**src/rtl/usb_buffer_arbiter.sv**
```systemverilog
// usb_buffer_arbiter
//   Circular byte buffer shared by the USB RX path, the USB TX path and the
//   host register interface. It owns the storage, the read/write pointers and
//   the occupancy count, and grants at most one memory access per cycle.
//   Grant priority: flush > RX store > TX get > host (store/get round-robin).
//
// Optional feature (macro BUF_ALMOST_THRESH_EN):
//   Adds parameter ALMOST_FULL and registered outputs almost_full/almost_empty.
//
// Ports:
//   clk, n_rst                              clock, async active-low reset
//   flush                                   empty the buffer (pulse)
//   store_rx_packet_data, rx_packet_data    RX byte strobe + data (never stalls)
//   tx_get_req / tx_get_ack                 TX read handshake (ack combinational)
//   host_store_req/_data / host_store_ack   host write handshake
//   host_get_req / host_get_ack             host read handshake
//   rdata, rdata_valid, rdata_to_tx         registered read data and its owner
//   buffer_occupancy                        bytes stored, 0..DEPTH
//   overflow, underflow, clear_errors       sticky error flags and their clear
//   almost_full, almost_empty               threshold flags (optional)
module usb_buffer_arbiter #(
    parameter int DEPTH  = 64,
    parameter int ADDR_W = 6
`ifdef BUF_ALMOST_THRESH_EN
    ,
    parameter int ALMOST_FULL = DEPTH - 4
`endif
) (
    input  logic              clk,
    input  logic              n_rst,
    input  logic              flush,
    input  logic              store_rx_packet_data,
    input  logic [7:0]        rx_packet_data,
    input  logic              tx_get_req,
    output logic              tx_get_ack,
    input  logic              host_store_req,
    input  logic [7:0]        host_store_data,
    output logic              host_store_ack,
    input  logic              host_get_req,
    output logic              host_get_ack,
    output logic [7:0]        rdata,
    output logic              rdata_valid,
    output logic              rdata_to_tx,
    output logic [ADDR_W:0]   buffer_occupancy,
    output logic              overflow,
    output logic              underflow,
`ifdef BUF_ALMOST_THRESH_EN
    output logic              almost_full,
    output logic              almost_empty,
`endif
    input  logic              clear_errors
);

    localparam logic [ADDR_W:0]   OCC_ONE  = (ADDR_W+1)'(1);
    localparam logic [ADDR_W:0]   OCC_FULL = (ADDR_W+1)'(DEPTH);
    localparam logic [ADDR_W-1:0] PTR_ONE  = ADDR_W'(1);

    logic [7:0]        r_mem [DEPTH];
    logic [ADDR_W-1:0] r_wptr;
    logic [ADDR_W-1:0] r_rptr;
    logic [ADDR_W:0]   r_occ;
    logic [7:0]        r_rdata;
    logic              r_rdata_valid;
    logic              r_rdata_to_tx;
    logic              r_overflow;
    logic              r_underflow;
    logic              r_rr_store_pri;   // 1: host store wins a host tie

    logic              w_rx_grant;
    logic              w_wr;
    logic              w_rd;
    logic              w_full;
    logic              w_empty;
    logic [7:0]        w_wdata;

    assign w_full     = (r_occ == OCC_FULL);
    assign w_empty    = (r_occ == '0);
    // A flush swallows a concurrent RX byte, so the RX grant is flush-qualified.
    assign w_rx_grant = store_rx_packet_data && !flush;
    assign w_wr       = w_rx_grant || host_store_ack;
    assign w_rd       = tx_get_ack || host_get_ack;
    assign w_wdata    = w_rx_grant ? rx_packet_data : host_store_data;

    always_comb begin
        tx_get_ack     = 1'b0;
        host_store_ack = 1'b0;
        host_get_ack   = 1'b0;
        if (!flush && !store_rx_packet_data) begin
            if (tx_get_req) begin
                tx_get_ack = 1'b1;
            end else if (host_store_req && (r_rr_store_pri || !host_get_req)) begin
                host_store_ack = 1'b1;
            end else if (host_get_req) begin
                host_get_ack = 1'b1;
            end
        end
    end

    // Storage has no reset; its contents are meaningless until written.
    always_ff @(posedge clk) begin
        if (w_wr && !w_full) begin
            r_mem[r_wptr] <= w_wdata;
        end
    end

    always_ff @(posedge clk or negedge n_rst) begin
        if (!n_rst) begin
            r_wptr         <= '0;
            r_rptr         <= '0;
            r_occ          <= '0;
            r_rdata        <= 8'h00;
            r_rdata_valid  <= 1'b0;
            r_rdata_to_tx  <= 1'b0;
            r_overflow     <= 1'b0;
            r_underflow    <= 1'b0;
            r_rr_store_pri <= 1'b1;
        end else begin
            r_rdata_valid <= w_rd;
            if (w_rd) begin
                r_rdata_to_tx <= tx_get_ack;
            end

            // Grants are mutually exclusive, so write and read never coincide.
            if (flush) begin
                r_wptr <= '0;
                r_rptr <= '0;
                r_occ  <= '0;
            end else if (w_wr) begin
                if (!w_full) begin
                    r_wptr <= r_wptr + PTR_ONE;
                    r_occ  <= r_occ + OCC_ONE;
                end
            end else if (w_rd) begin
                if (!w_empty) begin
                    r_rdata <= r_mem[r_rptr];
                    r_rptr  <= r_rptr + PTR_ONE;
                    r_occ   <= r_occ - OCC_ONE;
                end else begin
                    r_rdata <= 8'h00;
                end
            end

            // The last-served host requester loses the next tie.
            if (host_store_ack) begin
                r_rr_store_pri <= 1'b0;
            end else if (host_get_ack) begin
                r_rr_store_pri <= 1'b1;
            end

            // A same-cycle error event overrides clear_errors.
            r_overflow  <= (r_overflow  && !clear_errors) || (w_wr && w_full);
            r_underflow <= (r_underflow && !clear_errors) || (w_rd && w_empty);
        end
    end

    assign rdata            = r_rdata;
    assign rdata_valid      = r_rdata_valid;
    assign rdata_to_tx      = r_rdata_to_tx;
    assign buffer_occupancy = r_occ;
    assign overflow         = r_overflow;
    assign underflow        = r_underflow;

`ifdef BUF_ALMOST_THRESH_EN
    localparam logic [ADDR_W:0] OCC_AF = (ADDR_W+1)'(ALMOST_FULL);

    logic r_almost_full;
    logic r_almost_empty;

    // Derived from the registered count, so they trail occupancy by one cycle.
    always_ff @(posedge clk or negedge n_rst) begin
        if (!n_rst) begin
            r_almost_full  <= 1'b0;
            r_almost_empty <= 1'b1;
        end else begin
            r_almost_full  <= (r_occ >= OCC_AF);
            r_almost_empty <= (r_occ <= OCC_ONE);
        end
    end

    assign almost_full  = r_almost_full;
    assign almost_empty = r_almost_empty;
`endif

endmodule
```
**config.mk**
```make
export PLATFORM = sky130hd
export DESIGN_NAME = usb_buffer_arbiter
export DESIGN_NICKNAME = d
export VERILOG_FILES = /design/src/rtl/usb_buffer_arbiter.sv
export SDC_FILE = /design/constraint.sdc
export NUM_CORES = 1
export LEC_CHECK = 0
export CAP_MARGIN = 5
export CELL_PAD_IN_SITES_DETAIL_PLACEMENT = 2
export CELL_PAD_IN_SITES_GLOBAL_PLACEMENT = 2
export CORE_MARGIN = 2
export CORE_UTILIZATION = 49
export CTS_CLUSTER_SIZE = 25
export DETAILED_ROUTE_END_ITERATION = 6
export PLACE_DENSITY = 0.77
export SKIP_CTS_REPAIR_TIMING = 1
export SLEW_MARGIN = 20
export SYNTH_ARGS = -nofsm -noshare
export SYNTH_HDL_FRONTEND = slang
export SYNTH_SLANG_ARGS = --single-unit
export TNS_END_PERCENT = 5
```
**constraint.sdc**
```tcl
create_clock -name clk -period 3.4 [get_ports clk]
set_clock_uncertainty 0.05 [all_clocks]
set_input_delay 0.68 -clock clk [delete_from_list [all_inputs] [get_ports clk]]
set_output_delay 0.68 -clock clk [all_outputs]
set_load 0.02 [all_outputs]
```
-- After elaboration in Yosys (flattened, before gate mapping)
Memories as Yosys holds them, arrays and structs flattened.
Cells that the tools add are included.
- memories kept: 1
- bits in registers: 32
- input bits: 24
- memory bits (writable): 512
- memories (memory ; depth ; width ; read ports ; clocked after Yosys merged registers in ; write ports ; RTL line ; source):
    r_mem ; 64 ; 8 ; 1 ; 0 ; 1 ; 58 ; logic [7:0] r_mem [DEPTH];
- add/subtract/negate cells: 4
- equality and inequality tests: 6
- reduce and logical (&&, ||, !) cells: 27
- bitwise operators: 2
- mux-type cells: 27
- operators by type and width (cell ; count):
    $mux 6 ; 7
    $mux 7 ; 5
    $mux 8 ; 2
    $mux 1 ; 13
    $add 6x1->6 const B ; 2
    $reduce_and 3->1 ; 3
    $logic_and 1x1->1 ; 8
    $add 7x1->7 const B ; 1
    $eq 7x7->1 const B ; 1
    $logic_not 7->1 ; 1
    $sub 7x1->7 const B ; 1
    $ne 2x2->1 const B ; 3
    $ne 3x3->1 const B ; 2
    $reduce_bool 2->1 ; 3
    $logic_not 1->1 ; 5
    $logic_or 1x1->1 ; 5
    $reduce_bool 3->1 ; 1
    $not 1->1 ; 2
    $reduce_and 2->1 ; 1

-- Depth between registers and ports, before layout
- depth in word-level cells: 10
- depth in mapped cells: 11

-- Worst setup path after synthesis
OpenSTA, ideal clock, no wires.
- path kind: in2reg
- start: input tx_get_req
- end: register r_occ[6] (netlist: buffer_occupancy[6])
- library setup time: 0.078 ns
- arrival: 2.883 ns
- buffers on the path: 1
- slack: 0.389 ns
- stages on the path: 11
- cells stage by stage: inv_1 > a31oi_1 > or2_2 > clkbuf_1 > ha_1 > a21o_1 > a21oi_1 > o21ai_0 > xnor2_1 > or3_1 > a21oi_1
- cells in the longest elaborated chain, start to end: 5
- RTL lines (item ; RTL line ; source):
    start: declaration ; 34 ; input logic tx_get_req,
    $mux 1 ; 89 ; if (tx_get_req) begin
    $mux 1 ; 88 ; if (!flush && !store_rx_packet_data) begin
    $logic_or 1x1->1 (on tied branches) ; 80, 81 ;
    $ne 3x3->1 (no source line), or another cell as far along ; n/a ;
    $reduce_and 3->1 (no source line) / $mux 7 (equally long branches) ; n/a ;
    end signal: assignment ; 131 ; r_occ <= r_occ + OCC_ONE;
    end signal: assignment ; 137 ; r_occ <= r_occ - OCC_ONE;
    end: declaration ; 61 ; logic [ADDR_W:0] r_occ;
Several ways; a longest one is shown, not always the timed one.
A chain may end at the register's enable or synchronous reset.

-- Worst setup path in the final report
- start: register r_rptr[0]
- end: register r_rdata[2] (netlist: rdata[2])
- cells in the longest elaborated chain, start to end: 2
- RTL lines (item ; RTL line ; source):
    start: declaration ; 60 ; logic [ADDR_W-1:0] r_rptr;
    start signal: assignment ; 136 ; r_rptr <= r_rptr + PTR_ONE;
    $mem_v2 64x8 ; n/a ;
    $mux 8 ; 134 ; if (!w_empty) begin
    end signal: assignment ; 135 ; r_rdata <= r_mem[r_rptr];
    end: declaration ; 62 ; logic [7:0] r_rdata;
No other way between the ends.

==> flow_metrics.py <==
metrics = {
    "status": {
        "status": "complete, no violations",
    },
    "critical_path": {
        "cp.required_ps": 3850,
        "timing.rr.start": "r_rptr[0]$_DFFE_PN0P_",
        "worst-r2r-cell-count": 8,
        "critical-path-max-stage-delay_ps": 690,
        "worstSetupEndpointType": "flop",
        "r2r_slack_ps": 140,
        "critPathMaxFanout": 14,
        "critPathKind": "reg2reg",
        "arrival_ps": 3710,
        "start_kind": "flop",
        "r2r_end": "rdata[2]$_DFFE_PN0P_",
        "cp_cell_sequence": "buf_12 > mux4_2 > mux2i_1 > nor2_1 > a2111oi_1 > buf_4 > nor4_1 > a211o_1",
        "cpMaxStageDelayCell": "dfrtp_4",
    },
    "place": {
        "post_dp_cell_area_mm2": 0.0234,
        "gp_congestion": 0.767,
        "io_buffers": 45,
        "place_inst": 1783,
        "dp_hpwl_um": 41800,
    },
    "sta": {
        "fmax_mhz": 307,
        "finalSetupTns_ps": 0,
        "rsz0062_at_grt": "false",
        "min_period_over_period_pct": 95.9,
        "maxSlewHeadroom_pct": 37.3,
        "hold_viol": 0,
        "setup_viol_count_final": 0,
        "layout_min_cycle_time_ps": 3260,
        "worst_pin_slew_ps": 941,
        "slew_viol_final": 0,
    },
    "synth": {
        "ys_warn_count": 0,
        "syn_inst": 1084,
        "synth_edf_count": 512,
        "synth.cell_area_mm2": 0.0215,
        "synth_cell_types": 51,
        "seq_area_frac_synth_pct": 75.2,
        "ys_seq_elements": 544,
        "async_flop_share_pct": 5.88,
        "synth_flop_cell": "edfxtp_1",
        "avgSynthCellArea_um2": 19.8,
        "synth_nets": 1116,
    },
    "floorplanning": {
        "ios": 46,
        "dieWidth_um": 213,
        "design.core.area_mm2": 0.0432,
        "rows": 76,
        "die_h_um": 213,
        "die_area_mm2": 0.0456,
        "initial_core_util_pct": 49.8,
    },
    "cells_and_area": {
        "num-fill-cells": 3598,
        "area_growth_pct": 18.0,
        "final_common_cell": "edfxtp_1",
        "finalNetCount": 1289,
        "final_area_mm2": 0.0254,
        "finalNonFillerCells": 1893,
        "final_cell_mix": "edfxtp_1, buf_4, mux4_2",
        "final_layout_size_suffix_gt1_share_pct": 27.7,
    },
    "route": {
        "drc": 0,
        "firstDrtPassIters": 5,
        "drt-wirelength-per-cell_um": 39.3,
        "postRouteWirelength_um": 74400,
        "vias": 12400,
        "viasPerCell": 6.57,
        "final_antenna_net_count": 0,
        "drt_iter0_drc": 1532,
    },
    "job": {
        "max-cap-violations": 0,
    },
    "clock_network": {
        "clk_pin_slew_ps": 70,
        "cts_buffers": 57,
        "clock_sinks": 544,
        "clk-insertion-delay-late_ps": 640,
        "cts_htree_levels": 2,
        "clock_path_buffers": 3,
        "cts_tree": "yes",
        "cts_root_buffer": "clkbuf_16",
    },
    "power": {
        "ir_drop_uv": 499,
        "powerDensity_mw_per_mm2": 645,
        "p_leak_nw": 8.16,
    },
    "hold_path": {
        "hp-class": "in2async",
    },
    "grt": {
        "grt_start_max_net_pins": 65,
        "grt_pass1_wl_um": 106000,
        "grt_overflow_total": 0,
        "antenna_found_initial": 2,
        "grt_use_total_pct": 34.0,
        "grt_pass1_vias": 13300,
    },
}
## worst max-delay path by stage
stage | startpoint | endpoint | slack [ps] | cells past startpoint
4_1_cts | r_rptr[0]$_DFFE_PN0P_ | rdata[2]$_DFFE_PN0P_ | 40 | 8
3_3_place_gp | host_get_req | buffer_occupancy[6]$_DFFE_PN0P_ | 100 | 11
3_5_place_dp | host_get_req | buffer_occupancy[6]$_DFFE_PN0P_ | 20 | 11
6_report | r_rptr[0]$_DFFE_PN0P_ | rdata[2]$_DFFE_PN0P_ | 140 | 8
5_1_grt | r_rptr[0]$_DFFE_PN0P_ | rdata[2]$_DFFE_PN0P_ | 110 | 8
2_1_floorplan | tx_get_req | buffer_occupancy[6]$_DFFE_PN0P_ | 390 | 11
## worst max-delay path: cells and delay by family, from the launching register on
family / cells / cell delay (ps)
mux: 2 / 880
compound gates: 2 / 830
buf+inv: 2 / 440
simple gates: 2 / 190
flops: 1 / 690
## cell type report
cell class,instances,area [um^2],area share (%)
clock inverter,28,358,1.41
sequential,544,16200,63.8
inverter,9,33.8,0.133
antenna,3,7.51,0.0296
clock buffer,79,1590,6.26
timing repair buffer,175,1470,5.80
multi-input combinational,470,5000,19.7
tap,585,732,2.88
## power breakdown
group	leakage [nW]	switching (W)	internal, W
combinational	2.19	0.00113	0.000816
sequential	5.02	0.000189	0.00749
clock	0.949	0.00286	0.00388
## layer usage
layer	track usage [%]	vias up	routed length [um]
met2	54.3	722	36100
met1	45.8	6753	29100
li1	-	4785	-
met4	14.7	0	3300
met5	0	-	0
met3	7.13	170	5920
## sequential cells by signal (all words and copies together) (netlist names)
name,cells
rdata_valid,1
r_mem,512
buffer_occupancy,7
rdata_to_tx,1
overflow,1
r_rr_store_pri,1
rdata,8
r_rptr,6
underflow,1
r_wptr,6
## cell usage after synthesis (4+ instances only)
cell       count  area, um^2
mux2i_1       49         490
nor3_1         7        35.0
ha_1           7        87.6
o221ai_1       8        70.1
a2111oi_0      4        35.0
edfxtp_1     512       15400
a21oi_1       16        80.1
xnor2_1        7        61.3
clkbuf_1      32         120
nor2b_1        5        31.3
a211oi_1      13        97.6
a22oi_1        7        52.6
nand3_1       16        80.1
o22ai_1       12        75.1
a22o_1         4        35.0
buf_2          9        45.0
a31oi_1        4        25.0
nand2_1       26        97.6
o21ai_0        8        40.0
mux2_2        11         124
mux4_2       121        2730
nor2_1        95         357
buf_4          9        67.6
xor2_1         7        61.3
inv_1          9        33.8
nand3b_1       5        37.5
buf_1          8        30.0
dfrtp_1       31         776
## per-stage QoR
step	hold slack, ps	setup WS, ps	power (W)	util, %
floorplan	334	389	0.00886	-
global placement	415	95.7	0.00953	54.3
detailed placement	441	22.8	0.00967	54.3
CTS	100	38.9	0.0164	58.8
global route	129	106	0.0168	58.8
finish	112	141	0.0164	58.8
## logic make-up after synthesis
group                    count (synthesis)  share of synthesized area [%]
AND/OR/NAND/NOR                        172                           3.54
XOR/XNOR                                14                          0.570
adder cells (fa/ha/maj)                  8                          0.500
multiplexers                           181                           15.5
buffers and inverters                   70                           1.51
flip-flops                             544                           75.2
AO/OA/AOI/OAI                           95                           3.13
Note: power is estimated with default switching activity, not from simulation.
